===== config.mk =====
export PLATFORM = sky130hd
export DESIGN_NAME = writeback_ctrl
export DESIGN_NICKNAME = d
export VERILOG_FILES = /design/src/rtl/writeback_ctrl_pkg.sv /design/src/rtl/wb_hold.sv /design/src/rtl/writeback_ctrl.sv
export SDC_FILE = /design/constraint.sdc
export NUM_CORES = 1
export LEC_CHECK = 0
export BUFFER_PORTS_ARGS = -buffer_cell sky130_fd_sc_hd__buf_2
export CELL_PAD_IN_SITES_DETAIL_PLACEMENT = 1
export CELL_PAD_IN_SITES_GLOBAL_PLACEMENT = 2
export CORE_MARGIN = 2
export CORE_UTILIZATION = 33
export CTS_BUF_LIST = sky130_fd_sc_hd__clkbuf_8
export DETAILED_ROUTE_END_ITERATION = 7
export GPL_ROUTABILITY_DRIVEN = 0
export PLACE_DENSITY = 0.82
export SLEW_MARGIN = 20
export SYNTH_ARGS = -nofsm -noshare
export SYNTH_HDL_FRONTEND = slang
export SYNTH_SLANG_ARGS = --single-unit

===== constraint.sdc =====
create_clock -name clk -period 4.4 [get_ports clk]
set_input_delay 0.22 -clock clk [delete_from_list [all_inputs] [get_ports clk]]
set_output_delay 0.22 -clock clk [all_outputs]
set_load 0.005 [all_outputs]

===== src/rtl/writeback_ctrl_pkg.sv =====
// Shared types and constants for the writeback controller: load FSM encoding,
// register-file index/data widths and the default load timeout.
package writeback_ctrl_pkg;

    localparam int unsigned DATA_W          = 32;
    localparam int unsigned ADDR_W          = 32;
    localparam int unsigned IDX_W           = 4;
    localparam int unsigned CNT_W           = 8;
    localparam int unsigned TIMEOUT_DEFAULT = 16;

    typedef enum logic [1:0] {
        StIdle  = 2'd0,
        StWait  = 2'd1,
        StWrite = 2'd2
    } ld_state_e;

    typedef logic [DATA_W-1:0] data_t;
    typedef logic [IDX_W-1:0]  idx_t;

    // One register-file write: data plus destination index.
    typedef struct packed {
        data_t data;
        idx_t  dest;
    } wb_item_t;

endpackage


===== src/rtl/wb_hold.sv =====
// One-entry holding buffer for a register-file write that lost arbitration.
// Push wins over pop; the controller never requests both in one cycle.
module wb_hold
    import writeback_ctrl_pkg::*;
(
    input  logic     clk,
    input  logic     reset,
    input  logic     push,
    input  wb_item_t push_item,
    input  logic     pop,
    output logic     full,
    output wb_item_t item
);

    logic     full_q;
    wb_item_t item_q;

    always_ff @(posedge clk or posedge reset) begin
        if (reset) begin
            full_q <= 1'b0;
            item_q <= '0;
        end else if (push) begin
            full_q <= 1'b1;
            item_q <= push_item;
        end else if (pop) begin
            full_q <= 1'b0;
        end
    end

    assign full = full_q;
    assign item = item_q;

endmodule


===== src/rtl/writeback_ctrl.sv =====
// Writeback controller: merges a blocking memory-load path and an ALU result path
// into a single register-file write port, with load timeout and ALU hold buffer.
module writeback_ctrl
    import writeback_ctrl_pkg::*;
#(
    parameter int unsigned TIMEOUT = TIMEOUT_DEFAULT
) (
    input  logic              clk,
    input  logic              reset,
    input  logic              ld_valid,
    output logic              ld_ready,
    input  logic [ADDR_W-1:0] ld_addr,
    input  logic [IDX_W-1:0]  ld_dest,
    input  logic              alu_valid,
    output logic              alu_ready,
    input  logic [DATA_W-1:0] alu_result,
    input  logic [IDX_W-1:0]  alu_dest,
    output logic              mem_req,
    output logic [ADDR_W-1:0] mem_addr,
    input  logic              mem_ack,
    input  logic [DATA_W-1:0] mem_rdata,
    output logic              LDRsel,
    output logic [DATA_W-1:0] LDRdata,
    output logic [IDX_W-1:0]  destination,
    output logic              ld_err
);

    localparam logic [CNT_W-1:0] TimeoutCnt = CNT_W'(TIMEOUT);

    ld_state_e         state_q, state_d;
    logic [CNT_W-1:0]  cnt_q, cnt_d, cnt_inc;
    logic [ADDR_W-1:0] addr_q;
    idx_t              dest_q;
    logic              sel_q, sel_d;
    wb_item_t          wr_q, wr_d;
    logic              err_q, err_d;

    logic              ld_accept;
    logic              alu_accept;
    logic              load_done;
    logic              timed_out;

    logic              hold_push;
    logic              hold_pop;
    logic              hold_full;
    wb_item_t          hold_item;

    assign ld_accept  = ld_valid && ld_ready;
    assign alu_accept = alu_valid && alu_ready;
    assign load_done  = (state_q == StWait) && mem_ack;
    assign cnt_inc    = cnt_q + CNT_W'(1);
    // An ack on the cycle the counter hits the limit still counts as success.
    assign timed_out  = (state_q == StWait) && !mem_ack && (cnt_inc == TimeoutCnt);

    // ---------------------------------------------------------------- load FSM
    always_ff @(posedge clk or posedge reset) begin
        if (reset) begin
            state_q <= StIdle;
        end else begin
            state_q <= state_d;
        end
    end

    always_comb begin
        state_d = state_q;
        unique case (state_q)
            StIdle: begin
                if (ld_accept) begin
                    state_d = StWait;
                end
            end
            StWait: begin
                if (mem_ack) begin
                    state_d = StWrite;
                end else if (timed_out) begin
                    state_d = StIdle;
                end
            end
            StWrite: state_d = StIdle;
            default: state_d = StIdle;
        endcase
    end

    // The ack-cycle collision with an ALU result is absorbed by the hold buffer,
    // so the ALU path only stalls while that buffer is occupied.
    always_comb begin
        ld_ready  = (state_q == StIdle);
        mem_req   = (state_q == StWait);
        alu_ready = !hold_full;
    end

    // ------------------------------------------------------ write arbitration
    always_comb begin
        hold_push = alu_accept && load_done;
        hold_pop  = hold_full;
        sel_d     = 1'b0;
        wr_d      = wr_q;
        if (load_done) begin
            sel_d       = 1'b1;
            wr_d.data   = mem_rdata;
            wr_d.dest   = dest_q;
        end else if (hold_full) begin
            sel_d       = 1'b1;
            wr_d        = hold_item;
        end else if (alu_accept) begin
            sel_d       = 1'b1;
            wr_d.data   = alu_result;
            wr_d.dest   = alu_dest;
        end
    end

    always_comb begin
        cnt_d = cnt_q;
        if (ld_accept) begin
            cnt_d = '0;
        end else if (state_q == StWait) begin
            cnt_d = cnt_inc;
        end
        err_d = timed_out;
    end

    always_ff @(posedge clk or posedge reset) begin
        if (reset) begin
            cnt_q  <= '0;
            addr_q <= '0;
            dest_q <= '0;
            sel_q  <= 1'b0;
            wr_q   <= '0;
            err_q  <= 1'b0;
        end else begin
            cnt_q <= cnt_d;
            sel_q <= sel_d;
            wr_q  <= wr_d;
            err_q <= err_d;
            if (ld_accept) begin
                addr_q <= ld_addr;
                dest_q <= ld_dest;
            end
        end
    end

    wb_hold u_hold (
        .clk       (clk),
        .reset     (reset),
        .push      (hold_push),
        .push_item ('{data: alu_result, dest: alu_dest}),
        .pop       (hold_pop),
        .full      (hold_full),
        .item      (hold_item)
    );

    assign mem_addr    = addr_q;
    assign LDRsel      = sel_q;
    assign LDRdata     = wr_q.data;
    assign destination = wr_q.dest;
    assign ld_err      = err_q;

endmodule


Yosys cells after proc, flatten, opt, wreduce, memory -nomap -nowiden:

Index checks and enable logic that the tools add are counted.

* register bits after elaboration: 121
* input port bits: 109
* output and inout port bits: 73

* add/subtract/negate cells: 1
* equality and inequality tests: 4
* multiplexer cells: 13
* reduce and logical (&&, ||, !) cells: 12

Operators by type and width (number)
* 36-bit two-way mux: 3
* 8-bit two-way mux: 2
* 8-bit by 1-bit adder with 8-bit output, second input constant: 1
* 8-bit by 5-bit equality test with 1-bit output, second input constant: 1
* 1-bit logical AND: 6
* 2-bit two-way mux: 3
* 1-bit two-way mux: 4
* 2-bit case mux with 2 select lines: 1
* 3-bit by 1-bit inequality test with 1-bit output, second input constant: 1
* 3-bit nonzero test: 1
* 2-bit by 1-bit equality test with 1-bit output, second input constant: 1
* 1-bit zero test: 2
* 2-bit zero test: 1
* 2-bit by 1-bit inequality test with 1-bit output, second input constant: 1
* 2-bit AND reduction: 1
* 2-bit nonzero test: 1

Logic depth before layout (Yosys ltp):

Gate-level depths: netlist of run 1.

* word-level depth: 6
* gate-level depth with buffers: 7
* depth with buffers taken out: 5

Modules after synthesis:

A second synthesis of run 1 with hierarchy kept.

* cell total of the unflattened synthesis: 468
* area, all modules: 5519.0 µm²

By module, submodules not included
* writeback_ctrl: times used 1, cells each 388, area each 3992.6 µm²
* wb_hold: times used 1, cells each 80, area each 1526.5 µm²

Least setup slack after synthesis of run 1:

OpenSTA, ideal clock, no wires.

* kind: flip-flop to flip-flop
* start: register state_q[0]
* end: register addr_q[10], in the netlist mem_addr[10]
* setup time: 0.125 ns
* arrival: 1.379 ns
* slack: 2.897 ns
* cell stages (with the launch flop): 5
* cell sequence: dfrtp_1 > nor3b_2 > buf_2 > buf_2 > mux2_2

* word-level cells in the longest chain between the ends: 2

RTL lines
* from (decl): line writeback_ctrl.sv:30 `ld_state_e state_q, state_d;`
* from (signal assigned): line writeback_ctrl.sv:58 `state_q <= StIdle;`
* from (signal assigned): line writeback_ctrl.sv:60 `state_q <= state_d;`
* 2-bit zero test: line writeback_ctrl.sv:87 `ld_ready = (state_q == StIdle);`
* 1-bit logical AND: line writeback_ctrl.sv:48 `assign ld_accept = ld_valid && ld_ready;`
* to (signal assigned): line writeback_ctrl.sv:136 `addr_q <= ld_addr;`
* to (decl): line writeback_ctrl.sv:32 `logic [ADDR_W-1:0] addr_q;`

Every way passes these cells.
A chain may end at the register's enable or synchronous reset.

Final worst setup path of run 1:

* start: register state_q[1]
* end: register u_hold.item_q, in the netlist u_hold.item[4]

* word-level cells in the longest chain between the ends: 3

RTL lines
* 2-bit by 1-bit equality test with 1-bit output: line writeback_ctrl.sv:50 `assign load_done = (state_q == StWait) && mem_ack;`
* 1-bit logical AND: line writeback_ctrl.sv:50
* 1-bit logical AND: line writeback_ctrl.sv:94 `hold_push = alu_accept && load_done;`
* to (signal assigned): line wb_hold.sv:24 `item_q <= push_item;`
* to (decl): line wb_hold.sv:16 `wb_item_t item_q;`

Every way passes these cells.

==> flow_results.org, run 1 <==
** Synthesis
- Sequential element share of the synthesized area :: 56.29%
- Synthesized area divided by synthesized cell count :: 11.80 µm²
- When the netlist entered floorplanning its net count stood at 566.
- Cell variety after synth :: 32
- After synthesis the cells add up to 0.005379 mm².
- For this run, the number of Yosys warnings is 0.
- The synthesized design contains 121 register bits.
- Synthesis produced a netlist whose cell count is 456.

** Worst setup path
- Req. time, crit path :: 4.72 ns
- Max Fanout on Critical Path :: 74
- Measured in cells, the most critical reg-to-reg path has a length of 4.
- Data on the critical path arrives at its endpoint at 2.90 ns.
- Launching element type of the critical path :: flip-flop
- Type of element capturing the critical path :: flip-flop
- The worst register-to-register path begins at state_q[1]$_DFFE_PP0P_.
- The worst register-to-register path ends at u_hold.item[4]$_DFFE_PP0P_.
- The worst register-to-register path has a setup slack of 1.82 ns.
- The worst setup path is of the flip-flop to flip-flop kind.

** Layout
- Layout cells sized above 1 :: 41.87%
- For this run, the post-layout net count is 804.
- In the final layout, the multi-input gates occupy 0.002150 mm².
- The area growth from synthesis to layout is 39.38%.
- The sequential cells in the finished layout cover a total of 0.003029 mm².
- # fillers :: 1,810
- Antenna Diode Count :: 0

** Clocking
- H-tree levels :: 4
- After clock tree synthesis, the clock-pin slew on the worst setup and hold paths is 0.07 ns.
- Clock tree synthesis selected as its root buffer the cell clkbuf_8.
- In this run the deepest clock path goes through 2 buffers.
- For this design, the CTS-stage hold fixing added 59 buffers.
- CTS-repair resized insts :: 0
- Setup Fix Bufs, Post-CTS :: 0
- The clock net in this run drives a total of 121 sinks.
- Clock network latency to the later pin of the worst-skew pair :: 0.44 ns
- Number of CTS-inserted buffers :: 17
- TritonCTS built the clock tree.

** Power
- Total leakage power :: 3.486 nW
- Worst voltage drop across the vdd grid :: 0.2180 mV
- PwrDens :: 554.4 mW/mm²
- Total power :: 4.156 mW

** Hold path
- Critical hold path startpoint :: alu_result[31]
- The worst hold path was traced through 2 stages.
- Worst-case hold path end point :: u_hold.item[35]$_DFFE_PP0P_
- The worst hold path belongs to the class primary input to flip-flop.

** Drt
- Residual antenna-violating net count after detailed routing :: 0
- The routed design has 14,520 µm of wire.
- Iteration-0 DRC Markers :: 89
- After detailed routing, the number of vias per cell comes to 4.588.
- The first detailed-routing pass took 4 iterations.
- Number of DRC violations after detailed routing :: 0
- Via total after detailed routing :: 4,235
- Average wire length per cell after detail routing :: 15.73 µm

** Global routing
- Pin count of the biggest net entering global routing :: 75
- Number of global-route vias before repair :: 4,690
- Overall global routing resource usage :: 17.50%
- The first global-routing pass estimated 24,000 µm of wire.
- Gr ovfl total :: 0
- The initial antenna violation count is 0.

** Floorplanning
- The die is 131.7 µm wide.
- Core outline area :: 0.01589 mm²
- Pin placement for this block handled 182 I/O pins.
- Initial standard-cell utilization of the core :: 33.86%
- The die covers 0.01734 mm².
- Row generation in the floorplan step produced 46 rows.
- Vertical extent of the die :: 131.7 µm

** STA
- After layout, the worst path uses 58.73% of the clock period.
- Worst Max-Slew Pin Slew :: 0.7404 ns
- Final setup violation count :: 0
- For the final database, setup skew stands at 0.01264 ns.
- The final-report max-slew violation count was 0.
- Worst slew margin relative to its limit :: 50.64%
- Setup repair after global routing left no endpoint under its margin.
- Worst Setup Slack, final :: 1.816 ns
- For this run, the top clock speed supported by timing is 0.3870 GHz.
- Hold_ws :: 0.03823 ns
- Total negative slack :: 0 ns
- The count of endpoints failing hold in the final timing report was 0.
- Period minus WS final :: 2.584 ns

** Flow run
- Maximum Capacitance Violations :: 0

** Place
- Once detailed placement completed, the half-perimeter wirelength came to 9774 µm.
- Count of input and output buffers :: 181
- Timing analysis after detailed placement gives a worst setup slack of 1.793 ns.

** Outcome
- The run finished with clean final reports.
==> metrics by stage <==
step | instance area [µm²] | std cells | utilization (%)
final | 7497 | 923 | 47.20
after detailed placement | 6421 | 831 | 40.42
after floorplan | 5379 | 456 | -
after CTS | 7487 | 922 | 47.13
after global routing | 7497 | 923 | 47.20
after global placement | 6421 | 831 | 40.42
==> layer usage <==
layer / up-vias / wire length (µm) / track usage, %
met2: 115 / 7327 / 30.10
met4: 0 / 151 / 4.952
li1: 2061 / - / -
met1: 2046 / 6327 / 21.16
met5: - / 0 / 0
met3: 13 / 708 / 5.401
==> worst max-delay path by stage <==
stage,startpoint,to,slack [ns],cells after the start
after detailed placement,state_q[1]$_DFFE_PP0P_,u_hold.item[7]$_DFFE_PP0P_,1.79,4
after CTS,state_q[1]$_DFFE_PP0P_,u_hold.item[25]$_DFFE_PP0P_,1.77,4
after global placement,state_q[1]$_DFFE_PP0P_,u_hold.item[6]$_DFFE_PP0P_,1.85,4
final,state_q[1]$_DFFE_PP0P_,u_hold.item[4]$_DFFE_PP0P_,1.82,4
after global routing,state_q[1]$_DFFE_PP0P_,u_hold.item[13]$_DFFE_PP0P_,1.61,4
after floorplan,reset,LDRdata[0]$_DFFE_PP0P_,0.97,1
==> worst max-delay path, stage by stage (launching register included) <==
cell and delay [ns]:
dfrtp_1 0.43, and3b_2 0.29, buf_4 0.59, nand3_4 0.60, mux2_4 0.48
==> cells in the mapped netlist (all sizes together) <==
library cell	count	area share (%)
a21oi	37	3.4
a22o	2	0.33
and3b	1	0.16
buf	24	3.2
clkbuf	4	0.35
dfrtp	121	56
ha	1	0.23
inv	5	0.35
mux2	72	16
mux2i	36	6.7
nand2	46	3.2
nand2b	1	0.12
nand3	6	0.79
nand3b	1	0.14
nand4b	1	0.16
nor2	42	2.9
nor3	3	0.49
nor3b	2	0.37
o21a	1	0.14
o21ai	45	4.2
o31ai	1	0.14
or2	1	0.12
or4	1	0.14
xor2	2	0.33
==> logic make-up after synthesis <==
| kind of cell | count (synthesis) | share of synthesized area, % |
|---|---|---|
| flip-flops | 121 | 56.29 |
| adder cells (fa/ha/maj) | 1 | 0.2326 |
| buffers and inverters | 33 | 3.885 |
| XOR/XNOR | 2 | 0.3257 |
| AO/OA/AOI/OAI | 86 | 8.235 |
| multiplexers | 108 | 22.40 |
| AND/OR/NAND/NOR | 105 | 8.630 |
==> state kept, by name, indices dropped and copies added, names as in the netlist <==
signal	flops
LDRsel	1
u_hold.item	36
ld_err	1
destination	4
state_q	2
cnt_q	8
dest_q	4
LDRdata	32
mem_addr	32
u_hold.full	1
==> power by group <==
part / internal, mW / switching, mW
sequential: 1.55 / 0.244
clock: 0.742 / 0.459
combinational: 0.642 / 0.520
total: 2.93 / 1.22
==> cells in the final DEF (no fill, tap or decap), types with 6 or more instances in the layout <==
| cell | Yosys | final |
|---|---|---|
| nor2_1 | 42 | 42 |
| o21ai_0 | 40 | 40 |
| dlygate4sd3_1 | 0 | 60 |
| inv_1 | 5 | 6 |
| mux2_4 | 9 | 9 |
| dfrtp_1 | 121 | 120 |
| bufinv_16 | 0 | 6 |
| buf_2 | 14 | 181 |
| clkbuf_8 | 0 | 18 |
| a21oi_1 | 37 | 37 |
| mux2i_1 | 36 | 36 |
| nand2_1 | 46 | 46 |
| buf_4 | 3 | 6 |
| mux2_2 | 63 | 63 |
==> area by class of cell <==
cell class / instances / share of cell area, %
Sequential cell: 121 / 40.40
Timing Repair Buffer: 247 / 20.69
Multi-Input combinational cell: 302 / 28.67
Clock buffer: 18 / 3.304
Clock inverter: 14 / 3.037
Inverter: 5 / 0.2837
Tap cell: 216 / 3.605
(Power assumes the default switching activity.)
==> run 2: changes to the inputs <==
==> constraint.sdc (replaced) <==
create_clock -name clk -period 2.4 [get_ports clk]
set_input_delay 0.12 -clock clk [delete_from_list [all_inputs] [get_ports clk]]
set_output_delay 0.12 -clock clk [all_outputs]
set_load 0.005 [all_outputs]
==> run 2 against run 1 <==
Compared with the run above:
- setup slack worse by 1.4 ns
- total power up 77%
- flip-flop and latch count is the same
- non-clock buffer count is 49 higher
- critical path type unchanged
- largest power group unchanged
- highest routed layer unchanged
==> flow_results.org, run 2 (synthesis gave the netlist of run 1 again) <==
** Outcome
- Run status :: finished clean

** Drt
- The first-pass detailed-route iteration total is 4 (unchanged).
- Total Wirelength :: 15,240 µm (+5.0%)
- Detailed-route vias per instance :: 4.625 (+0.80%)
- Number of DRC violations after detailed routing :: 0 (unchanged)
- The routed wirelength normalized by instance count is 15.67 µm (-0.38%).
- Via total after detailed routing :: 4,500 (+6.3%)
- The detailed router's first-iteration violation count is 123 (+38%).
- The post-detailed-route count of antenna-violating nets came to 0 (unchanged).

** Floorplanning
- Initial standard-cell utilization of the core :: 33.86% (unchanged)
- The number of core rows came to 46 (unchanged).
- Core outline area :: 0.01589 mm² (unchanged)
- Die ar. :: 0.01734 mm² (unchanged)
- Io pins :: 182 (unchanged)
- The die width is 131.7 µm (unchanged).
- Vertical extent of the die :: 131.7 µm (unchanged)

** Clocking
- The number of clock buffers inserted by TritonCTS came to 17 (unchanged).
- Number of sinks handled by clock tree synthesis :: 121 (unchanged)
- Root Driver :: clkbuf_8
- The clock network latency to the later pin of the worst-skew pair was 0.43 ns (about the same).
- Clock tree from TritonCTS :: built
- The maximum number of buffers from clock root to sink came to 2 (unchanged).
- The register clock-pin slew on the reported worst setup and hold paths is 0.08 ns (about the same).
- CTS-repair resized insts :: 0 (unchanged)
- Setup Fix Bufs, Post-CTS :: 0 (unchanged)
- H-tree levels :: 4 (unchanged)
- The hold buffer count at CTS is 105 (+78%).

** Worst setup path
- Type of element capturing the critical path :: flip-flop
- Origin of the worst setup path :: state_q[1]$_DFFE_PP0P_
- Max Fanout on Critical Path :: 70 (-5.4%)
- Req. time, crit path :: 2.69 ns (-2.03 ns)
- The data arrival time at the worst-slack endpoint is 2.27 ns (-0.63 ns).
- STA classifies the critical path startpoint as a flip-flop.
- The startpoint identified for the worst register-to-register timing path is state_q[1]$_DFFE_PP0P_.
- Kind of critical path :: flip-flop to flip-flop

** Global routing
- Overall global routing resource usage :: 18.28% (+0.78 points)
- Gr ovfl total :: 0 (unchanged)
- Number of global-route vias before repair :: 5,049 (+7.7%)
- The wire length of the first global-routing pass came to 25,450 µm (+6.0%).
- Antenna violations before repair :: 0 (unchanged)
- Pin count of the biggest net entering global routing :: 71 (-5.3%)

** STA
- The sum of negative setup slack was 0 ns (unchanged).
- The portion of the clock cycle consumed by the worst path in the final layout was 82.22% (+23 points).
- The slew of the pin with the lowest slew margin is 0.7153 ns (-0.02505 ns).
- RSZ-0062 raised after global routing :: no
- The final-report max-slew violation count was 0 (unchanged).
- Final setup violation count :: 0 (unchanged)
- The worst-case clock skew came to 0.008543 ns (-0.004100 ns).
- Worst Setup Slack, final :: 0.4267 ns (-1.389 ns)
- The post-layout minimum cycle time is 1.973 ns (-0.6106 ns).
- Final hold violation count :: 0 (unchanged)
- The achievable clock frequency was 0.5068 GHz (+31%).
- The worst slew slack as a fraction of its limit is 52.31% (+1.7 points).

** Layout
- The area taken by multi-input logic gates is 0.002150 mm² (unchanged).
- Post-layout instance count excluding filler cells :: 973 (+5.4%)
- # fillers :: 1,811 (+0.055%)
- Register area :: 0.003029 mm² (unchanged)
- Most common cell after layout, fill and taps aside :: buf_2
- The number of flip-flops under the largest register name is 36 (unchanged).
- Fin nets :: 853 (+6.1%)
- The library cells used most frequently in the layout, excluding fill and tap cells, are buf_2, dfrtp_1, dlygate4sd3_1.
- Syn-to-layout area delta :: 47.43%
- The fraction of final layout cells with drive strength greater than 1 came to 39.81% (-2.1 points).

** Power
- PwrDens :: 925.3 mW/mm² (+67%)
- Worst voltage drop across the vdd grid :: 0.3502 mV (+61%)
- The static leakage is 3.644 nW (+4.5%).
- Total power :: 7.338 mW (+77%)

** Place
- The estimated wirelength of the detail-placed design came to 10,250 µm (+4.8%).
- Total placed cells including tap cells :: 835 (+0.48%)
- The number of I/O port buffers was 181 (unchanged).
- Placement Setup Slack :: 0.4504 ns (-1.343 ns)

** Hold path
- The path class of the tightest hold or removal check is primary input to flip-flop.
- The worst hold path begins at mem_rdata[1].

** Flow run
- The number of max-cap violations is 0 (unchanged).
run 2: final cells by class:
cell class,instances,area share [%]
timing repair buffer,296,25.94
clock inverter,14,1.909
tap,216,3.408
multi-input combinational,302,27.11
sequential,121,38.20
clock buffer,18,3.124
antenna,1,0.03156
inverter,5,0.2840
run 2: per-layer routing:
layer	GRT usage, %	share of wire (%)	up-vias
met4	4.469	1.1	0
met1	21.78	43	2210
met5	0	0	-
met3	4.514	4.4	18
li1	-	-	2157
met2	33.01	52	115
run 2: path summary, 6_finish.rpt:
kind | endpoint | slack (ns) | cells past startpoint
max in group asynchronous | LDRdata[13]$_DFFE_PP0P_ | 1.30 | 4
worst min register to register | LDRdata[25]$_DFFE_PP0P_ | 0.48 | 2
min in group asynchronous | mem_addr[31]$_DFFE_PP0P_ | 0.29 | 3
worst max register to register | LDRdata[1]$_DFFE_PP0P_ | 0.43 | 5
worst max-delay path | LDRdata[1]$_DFFE_PP0P_ | 0.43 | 5
worst min-delay path | LDRdata[1]$_DFFE_PP0P_ | 0.03 | 3
run 2: power by group:
part           total [mW]  switching, mW  leakage, nW  internal, mW
Combinational        2.23          0.975         1.99          1.25
Sequential           3.30          0.460         1.46          2.84
Clock                1.81          0.859        0.193         0.953
run 2: critical path, cell delays in order, from the launching register on:
cell and delay (ns):
dfrtp_1 0.44, and3b_2 0.36, buf_4 0.58, nor2_1 0.14
a21oi_1 0.16, o21ai_0 0.10
run 2: per-stage QoR:
stage / hold slack, ns / area [µm²] / utilization (%)
2_1_floorplan: 0.1903 / 5383 / -
3_3_place_gp: 0.1867 / 6477 / 40.78
3_5_place_dp: 0.2013 / 6477 / 40.78
4_1_cts: 0.006812 / 7928 / 49.91
5_1_grt: 0.01364 / 7928 / 49.91
6_report: 0.02916 / 7930 / 49.92
